==> src/rtl/vmicro16_wb_arbiter.sv <==
// Round-robin Wishbone arbiter: N vmicro16 masters onto one slave bus, grant held for a whole cyc tenure.
// One cycle arbitration latency, one idle cycle between tenures; masters wait (never preempted), watchdog aborts stuck strobes.
module vmicro16_wb_arbiter #(
  parameter int N_MASTERS = 2,
  parameter int AW        = 16,
  parameter int DW        = 16,
  parameter int TIMEOUT   = 255
) (
  input  logic                    clk,
  input  logic                    reset,
  input  logic [N_MASTERS-1:0]    m_cyc_i,
  input  logic [N_MASTERS-1:0]    m_stb_i,
  input  logic [N_MASTERS-1:0]    m_we_i,
  input  logic [N_MASTERS*AW-1:0] m_addr_i,
  input  logic [N_MASTERS*DW-1:0] m_data_i,
  output logic [DW-1:0]           m_data_o,
  output logic [N_MASTERS-1:0]    m_ack_o,
  output logic [N_MASTERS-1:0]    m_err_o,
  output logic                    s_cyc_o,
  output logic                    s_stb_o,
  output logic                    s_we_o,
  output logic [AW-1:0]           s_addr_o,
  output logic [DW-1:0]           s_data_o,
  input  logic [DW-1:0]           s_data_i,
  input  logic                    s_ack_i,
  output logic [N_MASTERS-1:0]    grant_o,
  output logic                    busy_o
);

  localparam int LW = $clog2(N_MASTERS);
  localparam logic [15:0] TLIM = 16'(TIMEOUT == 0 ? 0 : TIMEOUT - 1);
  localparam logic [0:0] S_IDLE    = 1'b0;
  localparam logic [0:0] S_GRANTED = 1'b1;

  logic [N_MASTERS-1:0] grant, grant_nx, err, err_nx;
  logic [LW-1:0]        last, last_nx, gidx, widx, cand;
  logic [15:0]          tcnt, tcnt_nx;
  logic [0:0]           state;
  logic                 found, stall, tmo;

  // The state is implied by the one-hot grant; no separate state register.
  assign state = (|grant) ? S_GRANTED : S_IDLE;

  always_comb begin
    gidx = '0;
    for (int i = 0; i < N_MASTERS; i++)
      if (grant[i]) gidx = LW'(i);
  end

  always_comb begin
    widx  = '0;
    cand  = '0;
    found = 1'b0;
    for (int k = 1; k <= N_MASTERS; k++) begin
      cand = LW'((int'(last) + k) % N_MASTERS);
      if (!found && m_cyc_i[cand]) begin
        widx  = cand;
        found = 1'b1;
      end
    end
  end

  assign busy_o   = |grant;
  assign grant_o  = grant;
  assign m_err_o  = err;
  assign m_data_o = s_data_i;
  assign s_cyc_o  = busy_o & m_cyc_i[gidx];
  assign s_stb_o  = busy_o & m_stb_i[gidx];
  assign s_we_o   = busy_o & m_we_i[gidx];
  assign s_addr_o = busy_o ? m_addr_i[gidx*AW +: AW] : '0;
  assign s_data_o = busy_o ? m_data_i[gidx*DW +: DW] : '0;
  assign m_ack_o  = grant & {N_MASTERS{s_ack_i & s_stb_o}};

  // An ack in the limit cycle suppresses the abort.
  assign stall = s_stb_o & ~s_ack_i;
  assign tmo   = (TIMEOUT != 0) && (tcnt == TLIM) && stall;

  always_comb begin
    grant_nx = grant;
    last_nx  = last;
    tcnt_nx  = tcnt;
    err_nx   = '0;
    case (state)
      S_IDLE: begin
        if (found) begin
          grant_nx       = '0;
          grant_nx[widx] = 1'b1;
          tcnt_nx        = '0;
        end
      end
      S_GRANTED: begin
        if (!m_cyc_i[gidx]) begin
          grant_nx = '0;
          last_nx  = gidx;
        end else if (tmo) begin
          err_nx   = grant;
          grant_nx = '0;
          last_nx  = gidx;
        end else if (stall) begin
          tcnt_nx = (tcnt == 16'hFFFF) ? tcnt : tcnt + 16'd1;
        end else begin
          tcnt_nx = '0;
        end
      end
      default: ;
    endcase
  end

  always_ff @(posedge clk or negedge reset) begin
    if (!reset) begin
      grant <= '0;
      last  <= LW'(N_MASTERS - 1);
      tcnt  <= '0;
      err   <= '0;
    end else begin
      grant <= grant_nx;
      last  <= last_nx;
      tcnt  <= tcnt_nx;
      err   <= err_nx;
    end
  end

endmodule

==> config.mk <==
export PLATFORM = sky130hd
export DESIGN_NAME = vmicro16_wb_arbiter
export DESIGN_NICKNAME = d
export VERILOG_FILES = /design/src/rtl/vmicro16_wb_arbiter.sv
export SDC_FILE = /design/constraint.sdc
export NUM_CORES = 1
export LEC_CHECK = 0
export CELL_PAD_IN_SITES_DETAIL_PLACEMENT = 1
export CELL_PAD_IN_SITES_GLOBAL_PLACEMENT = 2
export CORE_MARGIN = 4
export CORE_UTILIZATION = 18
export CTS_BUF_LIST = sky130_fd_sc_hd__clkbuf_16
export DETAILED_ROUTE_END_ITERATION = 6
export PLACE_DENSITY_LB_ADDON = 0.12
export RECOVER_POWER = 100
export SETUP_SLACK_MARGIN = 0.3
export SLEW_MARGIN = 15
export SYNTH_ARGS = -nofsm -noshare
export SYNTH_HDL_FRONTEND = slang
export SYNTH_SLANG_ARGS = --single-unit
==> constraint.sdc <==
create_clock -name clk -period 4.6 [get_ports clk]
set_clock_uncertainty 0.15 [all_clocks]
set_input_delay 0.69 -clock clk [delete_from_list [all_inputs] [get_ports clk]]
set_output_delay 0.69 -clock clk [all_outputs]
set_load 0.005 [all_outputs]
After elaboration in Yosys (flattened, before gate mapping)
Cells that the tools add are included.
{ "totals": {"regBits": 21, "wordCells": 73} }
{ "op_classes": {"order_cmp": 5, "shifts": 2, "muxes": 35, "reduce_logical": 8, "eq_ne": 8, "addsub": 3, "bitwise_logic": 8} }
{ "op_table": {"columns": ["op", "n"], "rows": [
  ["2-to-1 mux 16 bit", 7],
  ["variable part select 32 x 6 -> 16 bit", 2],
  ["one-hot mux 16 bit (2 select lines)", 1],
  ["2-to-1 mux 1 bit", 19],
  ["adder 16 x 1 -> 16 bit (second input constant)", 1],
  ["== test 16 bit (second input constant)", 1],
  ["== test 16 x 8 -> 1 bit (second input constant)", 1],
  ["2-to-1 mux 2 bit", 6],
  ["less-than comparator 1 x 2 -> 1 bit (second input constant)", 4],
  ["!= test 2 bit (second input constant)", 3],
  ["!= test 3 bit (second input constant)", 2],
  ["AND 1 bit", 5],
  ["one-hot mux 2 bit (2 select lines)", 1],
  ["AND reduction 2 bit", 2],
  ["AND reduction 4 bit", 1],
  ["logical AND 1 bit", 3],
  ["adder 1 bit (second input constant)", 2],
  ["AND 2 bit", 1],
  ["!= test 2 x 1 -> 1 bit (second input constant)", 1],
  ["NOT 1 bit", 2],
  ["OR reduction 2 bit", 1],
  ["demux 1 bit (select 1 bit)", 1],
  ["greater-or-equal comparator 1 bit (second input constant)", 1],
  ["logical NOT 1 bit", 1]
]} }

Longest topological paths before layout
Gate-level depths: netlist of run 1.
{ "logic_depth": {"ltp_word": 13, "depth_mapped": 8, "depth_no_buf": 7} }

Worst setup path before layout of run 1
No wires, ideal clock.
{ "synth_path": {"path_kind": "input -> output", "from": "input port m_stb_i[1]", "to": "output port m_ack_o[0]", "t_arrival_ps": 1350, "path_stages": 3, "path_buffers": 0, "path_slack_ps": 2410, "t_required_ps": 3760, "path_cell_list": "and2_1 -> or2_2 -> and3_1"} }
{ "synth_via": {"elab_chain_cells": 5} }
{ "synth_lines": {"columns": ["item", "line_no", "text"], "rows": [
  ["from (decl)", "12", "input logic [N_MASTERS-1:0] m_stb_i,"],
  ["2-to-1 mux 1 bit (not written as such) (2 in series)", "68", "assign s_stb_o = busy_o & m_stb_i[gidx];"],
  ["AND 1 bit", "68", null],
  ["via s_stb_o", "20", "output logic s_stb_o,"],
  ["AND 1 bit", "72", "assign m_ack_o = grant & {N_MASTERS{s_ack_i & s_stb_o}};"],
  ["AND 2 bit", "72", null],
  ["to (decl)", "17", "output logic [N_MASTERS-1:0] m_ack_o,"]
]} }
The timed path passes the listed nets, and every way through them passes these cells. The select of a mux whose other input is x is not followed.

Final worst setup path of run 1
{ "layout_path": {"from": "register grant[0], in the netlist grant_o[0]", "to": "output port s_addr_o[3]"} }
{ "layout_via": {"elab_chain_cells": 2} }
{ "layout_lines": {"columns": ["item", "line_no", "text"], "rows": [
  ["from (decl)", "35", "logic [N_MASTERS-1:0] grant, grant_nx, err, err_nx;"],
  ["from (signal assigned)", "116", "grant <= grant_nx;"],
  ["OR reduction 2 bit", "63", "assign busy_o = |grant;"],
  ["2-to-1 mux 16 bit", "70", "assign s_addr_o = busy_o ? m_addr_i[gidx*AW +: AW] : '0;"],
  ["to (decl)", "22", "output logic [AW-1:0] s_addr_o,"]
]} }
Every way passes these cells.

==> results of run 1 <==
[registers in the layout (all words and copies together) (netlist names)]
name	cells
tcnt	16
grant_o	2
m_err_o	2
last	1
[final cells by class]
cell class	count	area, sq um
Timing Repair Buffer	116	1150
Fill cell	1124	6860
Inverter	5	18.8
Clock inverter	1	5.00
Tap cell	133	166
Clock buffer	3	75.1
Sequential cell	21	527
Multi-Input combinational cell	152	1060
[cells in the mapped netlist, types with 3 or more instances]
library cell  instances  share of area
dfrtp_1              20           0.27
o21ai_0              13          0.035
buf_6                 5          0.030
nand3_1               8          0.022
a31oi_1              12          0.041
a21o_1                4          0.016
buf_4                17          0.069
a22o_1               33           0.16
a21oi_1              13          0.035
clkbuf_1              7          0.014
and3_1                6          0.020
inv_1                 5          0.010
nand2_1              10          0.020
nor2_1               10          0.020
nor3_1                3         0.0081
[path summary, 6_finish.rpt]
kind                             from          end  slack, ps  cells after the start
max                        grant_o[0]  s_addr_o[3]        860                      3
min                              last         last        360                      2
min reg2reg                      last         last        360                      2
max in group asynchronous       reset     tcnt[11]       3030                      1
max reg2reg                grant_o[0]      tcnt[5]       1680                      5
min in group asynchronous       reset     tcnt[14]        530                      1
[power by group through the flow]
stage / sequential [mW] / clock, mW / combinational, mW
3_3_place_gp: 0.251 / 0 / 0.700
5_1_grt: 0.253 / 0.203 / 0.688
3_5_place_dp: 0.252 / 0 / 0.688
6_report: 0.246 / 0.187 / 0.619
2_1_floorplan: 0.228 / 0 / 0.346
4_1_cts: 0.249 / 0.195 / 0.695
[critical path, stage by stage, from the launching register on]
cell,delay [ps]
dfrtp_1,510
nor2b_2,1230
a22o_1,280
dlygate4sd3_1,600
[through the flow]
step                      hold WS [ps]  setup slack [ps]  utilization  instance area, sq um
final                              364               862        0.304                  3000
after global routing               410               602        0.304                  3000
after detailed placement           355              1540        0.299                  2950
after global placement             342              1540        0.299                  2950
after CTS                          365              1290        0.307                  3030
after floorplan                    244              2410            -                  1850
[cells in the final DEF, fill, tap and decap left out, types with 2 or more instances in the layout]
| cell | synthesis | routed |
|---|---|---|
| a21o_1 | 4 | 4 |
| a21oi_1 | 13 | 13 |
| a22o_1 | 33 | 33 |
| a31oi_1 | 12 | 12 |
| a41oi_1 | 2 | 2 |
| and3_1 | 6 | 7 |
| and3b_1 | 2 | 2 |
| buf_4 | 17 | 2 |
| clkbuf_16 | 0 | 3 |
| clkdlybuf4s50_1 | 0 | 72 |
| dfrtp_1 | 20 | 20 |
| dlygate4sd3_1 | 0 | 41 |
| ha_1 | 2 | 2 |
| inv_1 | 5 | 5 |
| nand2_1 | 10 | 10 |
| nand3_1 | 8 | 8 |
| nand4_1 | 2 | 2 |
| nor2_1 | 10 | 10 |
| nor3_1 | 3 | 4 |
| o211ai_1 | 2 | 2 |
| o21a_1 | 1 | 2 |
| o21ai_0 | 13 | 14 |
| o31ai_1 | 2 | 2 |
| or2_2 | 2 | 2 |
[cell families after synthesis]
kind of cell	Yosys count	synth area share
adder cells (fa/ha/maj)	2	0.0135
AO/OA/AOI/OAI	91	0.367
flip-flops	21	0.285
AND/OR/NAND/NOR	59	0.205
buffers and inverters	36	0.129
[layer usage]
metal  up-vias  routed length (um)  GRT usage
li1        972                   -          -
met1       977                3170      0.159
met2        69                4240      0.239
met3         8                 488     0.0335
met4         0                  59     0.0294
met5         -                   0          0
==> summary.md, run 1 <==
| Metric | Value |
|---|---|
| Fmax achieved | `268 MHz` |
| DP Wirelength | `6.35 mm` |
| Initial Utilization | `0.187` |
| Max-cap violations | `1` |
| WP data required | `3760 ps` |
| P_sw | `383 uW` |
| CTS sink count | `21` |
| Crit. End Element | `output pin` |
| Post-synthesis cell area | `1850 sq um` |
| DRT iter0 DRCs | `69` |
| Switching Fraction | `0.364` |
| Pin count of the biggest net entering global routing | `35` |
| YS warnings | `0` |
| Startpoint type of the worst setup path | `flip-flop` |
| Vias in the first global route | `2233` |
| Clk_lat worst skew | `260 ps` |
| Area of the core | `9860 sq um` |
| Internal power | `670 uW` |
| Diode count | `0` |
| Total power | `1.05 mW` |
| Outcome | `finished with violations` |
| Post-Syn Instances | `209` |
| Leak | `1.27 nW` |
| GP Congestion | `0.738` |
| Rows | `36` |
| CTS tree | `built` |
| Slew headroom | `-0.00819` |
| Clock share of power | `0.178` |
| Sequential area share after synthesis | `0.285` |
| Hold-fix buffers, CTS | `0` |
| Logic gate share of total power | `0.588` |
| Via Count | `2026` |
| Ys async rst share | `1.00` |
| Minimum clock period | `3740 ps` |
| CTS root buffer | `clkbuf_16` |
| RSZ-0062 raised after global routing | `no` |
| Clock transition at the registers of the reported paths | `60 ps` |
| Cell Pwr Density | `351 nW/um^2` |
| Cell variety after synth | `48` |
| Die width | `109 um` |
| Failing checks | `capacitance limit, slew limit` |
| Peak VDD IR | `0.000148 V` |
| Port Buffer Count | `114` |
| Antenna-violating nets left | `0` |
| Crit path DAT | `2900 ps` |
| GRT Residual Overflow | `0` |
| Routed WL | `7.96 mm` |
| Crit path max fanout | `34` |
| Nets | `390` |
| CTS Buf Count | `3` |
| Max Root-Sink Buffers | `2` |
| Post-CTS sizing | `0` |
| Post-CTS Setup Repair Bufs | `0` |
| Mean area per synthesized cell | `8.84 sq um` |
| Crit path kind | `flip-flop to output pin` |
| Main synth FF type | `dfrtp_1` |
| Dpl cells | `427` |
| Die area | `11900 sq um` |
| First-pass GRT wire length | `12.3 mm` |
| Post-synth EDFFs | `0` |
| #FFs+latches synth | `21` |
| Mapped Nets | `300` |
| H-tree depth | `1` |
| TritonRoute pass-1 iters | `4` |
| Final period util | `0.813` |
| Post-route DRC | `0` |
| Final setup viols | `0` |
| Final Hold Viols | `0` |
| Worst-margin pin slew | `1510 ps` |
| Vias per inst | `4.70` |
| Max-slew violation count | `35` |
| Fraction of layout cells with a size suffix above 1 | `0.0604` |
| TNS Setup | `0 ps` |
| Final instance count without filler cells | `431` |
| Die Ht | `109 um` |
| IO Pins | `147` |
| WL/cell | `18.5 um` |
| Overall Global Routing Usage | `0.133` |
| Hold Crit Class | `flip-flop to flip-flop` |
| Reg power frac | `0.234` |
| P&R area growth vs syn | `62.5%` |
| Initial antenna violation count | `0` |
Power figures use the tool's default switching activity.
==> inputs of run 2 (changes only) <==
--- a/config.mk
+++ b/config.mk
@@ -8,7 +8,7 @@
 export CELL_PAD_IN_SITES_DETAIL_PLACEMENT = 1
 export CELL_PAD_IN_SITES_GLOBAL_PLACEMENT = 2
 export CORE_MARGIN = 4
-export CORE_UTILIZATION = 18
+export CORE_UTILIZATION = 15
 export CTS_BUF_LIST = sky130_fd_sc_hd__clkbuf_16
 export DETAILED_ROUTE_END_ITERATION = 6
 export PLACE_DENSITY_LB_ADDON = 0.12
==> constraint.sdc (replaced) <==
create_clock -name clk -period 3.4 [get_ports clk]
set_clock_uncertainty 0.15 [all_clocks]
set_input_delay 0.51 -clock clk [delete_from_list [all_inputs] [get_ports clk]]
set_output_delay 0.51 -clock clk [all_outputs]
set_load 0.005 [all_outputs]
==> summary.md, run 2 (synthesis results as in run 1) <==
| Metric | Value |
|---|---|
| CTS sink count | `21 (unchanged)` |
| DP Wirelength | `6.70 mm (+5.5%)` |
| Initial Utilization | `0.154 (-0.0335)` |
| Crit. End Element | `output pin` |
| Overall Global Routing Usage | `0.117 (-0.0154)` |
| Critical Path Max Stage Delay | `650 ps (-580 ps)` |
| TritonRoute pass-1 iters | `4 (unchanged)` |
| H-tree depth | `1 (unchanged)` |
| Fillers | `1435 (+28%)` |
| CTS tree | `built` |
| Register-to-register setup slack | `990 ps (-690 ps)` |
| Vias in the first global route | `2297 (+2.9%)` |
| DRT iter0 DRCs | `52 (-25%)` |
| Met3 Resource Use GR | `0.0423 (+0.00879)` |
| Hold-fix buffers, CTS | `0 (unchanged)` |
| Most common cell after layout, fill and taps aside | `clkdlybuf4s50_1` |
| Area after DPL | `3010 sq um (+2.0%)` |
| Place WS | `697 ps (-843 ps)` |
| Startpoint type of the worst setup path | `flip-flop` |
| Die area | `14200 sq um (+18%)` |
| Cell Pwr Density | `483 nW/um^2 (+38%)` |
| WP data required | `2740 ps (-1020 ps)` |
| Fraction of layout cells with a size suffix above 1 | `0.0629 (+0.00251)` |
| Nets | `394 (+1.0%)` |
| Global routing's busiest layer | `met2` |
| Crit path max fanout | `14 (-59%)` |
| Diode count | `0 (unchanged)` |
| Via Count | `2064 (+1.9%)` |
| First-pass GRT wire length | `13.1 mm (+6.2%)` |
| Final setup margin | `505 ps (-357 ps)` |
| Clk_lat worst skew | `260 ps (about the same)` |
| Grt met1 use | `0.149 (-0.0106)` |
| Port Buffer Count | `114 (unchanged)` |
| Biggest register | `tcnt` |
| Total power | `1.48 mW (+41%)` |
| Die width | `119 um (+8.8%)` |
| Max reg flops | `16 (unchanged)` |
| Most frequent cells in the layout | `clkdlybuf4s50_1, dlygate4sd3_1, a22o_1` |
| P&R area growth vs syn | `65.9%` |
| Hold Crit Class | `flip-flop to flip-flop` |
| Outcome | `completed` |
| Peak VDD IR | `0.000222 V (+50%)` |
| Met2 GRT Util | `0.194 (-0.0447)` |
| CTS root buffer | `clkbuf_16` |
| Final period util | `0.851` |
| Final design instance area without fill | `3060 sq um (+2.1%)` |
| Crit-path slowest cell | `dfrtp_1` |
| Slew headroom | `0.160 (+0.168)` |
| Hold slack | `357 ps (-7.30 ps)` |
| Antenna-violating nets left | `0 (unchanged)` |
| Max-cap violations | `0 (-1)` |
| GP Congestion | `0.696 (-5.7%)` |
| Post-CTS sizing | `0 (unchanged)` |
| Worst-path cell chain | `and3b_1, or2_2, and3_1, dlygate4sd3_1` |
| TNS Setup | `0 ps (unchanged)` |
| Post-CTS Setup Repair Bufs | `0 (unchanged)` |
| Final Hold Viols | `0 (unchanged)` |
| Final setup viols | `0 (unchanged)` |
| RSZ-0062 raised after global routing | `no` |
| WL/cell | `18.7 um (+1.3%)` |
| Rows | `40 (+11%)` |
| IO Pins | `147 (unchanged)` |
| Crit path DAT | `2230 ps (-670 ps)` |
| Post-route DRC | `0 (unchanged)` |
| Area of the core | `12000 sq um (+22%)` |
| Clock transition at the registers of the reported paths | `70 ps (about the same)` |
| Worst-margin pin slew | `1260 ps (-245 ps)` |
| Initial antenna violation count | `0 (unchanged)` |
| Max Root-Sink Buffers | `2 (unchanged)` |
| Max-slew violation count | `0 (-100%)` |
| GRT Residual Overflow | `0 (unchanged)` |
| Vias per inst | `4.60 (-2.2%)` |
| Minimum clock period | `2890 ps` |
| Crit path kind | `flip-flop to output pin` |
| Fmax achieved | `345 MHz` |
| Routed WL | `8.39 mm (+5.5%)` |
| Leak | `1.28 nW (+0.74%)` |
| Pin count of the biggest net entering global routing | `28 (-20%)` |
| CTS Buf Count | `3 (unchanged)` |
| Die Ht | `119 um (+8.8%)` |
-- run 2: path summary, 6_finish.rpt --
kind / to / cells past startpoint / from
max: m_ack_o[0] / 4 / grant_o[1]
min: last / 2 / last
max reg2reg: tcnt[5] / 7 / tcnt[0]
min reg2reg: last / 2 / last
max in group asynchronous: tcnt[2] / 2 / reset
min in group asynchronous: tcnt[9] / 2 / reset
-- run 2: area by class of cell --
cell class | instances | area [sq um] | share of cell area
Clock buffer | 3 | 75.1 | 0.0245
Clock inverter | 1 | 7.51 | 0.00245
Inverter | 5 | 18.8 | 0.00612
Multi-Input combinational cell | 152 | 1060 | 0.347
Sequential cell | 21 | 527 | 0.172
Tap cell | 147 | 184 | 0.0600
Timing Repair Buffer | 120 | 1190 | 0.388
-- run 2: per-layer routing --
| metal | share of wire | vias to the layer above | routed length, um |
|---|---|---|---|
| li1 | - | 975 | - |
| met1 | 0.45 | 998 | 3770 |
| met2 | 0.46 | 80 | 3880 |
| met3 | 0.079 | 11 | 659 |
| met4 | 0.010 | 0 | 85 |
| met5 | 0 | - | 0 |
-- run 2: critical path: cells and delay by family, from the launching register on --
kind          cells  cell delay, ps
buf+inv           1             580
flops             1             650
simple gates      3             750
-- run 2: power breakdown --
| group | internal [mW] | switching (mW) | leakage [nW] |
|---|---|---|---|
| clock network | 0.160 | 0.104 | 0.0371 |
| logic | 0.500 | 0.390 | 0.960 |
| registers | 0.280 | 0.0468 | 0.286 |
| total | 0.940 | 0.541 | 1.28 |
-- run 2: per-stage QoR --
stage / instances / utilization
after global placement: 445 / 0.251
after floorplan: 209 / -
final: 449 / 0.255
after global routing: 449 / 0.255
after CTS: 449 / 0.257
after detailed placement: 445 / 0.251
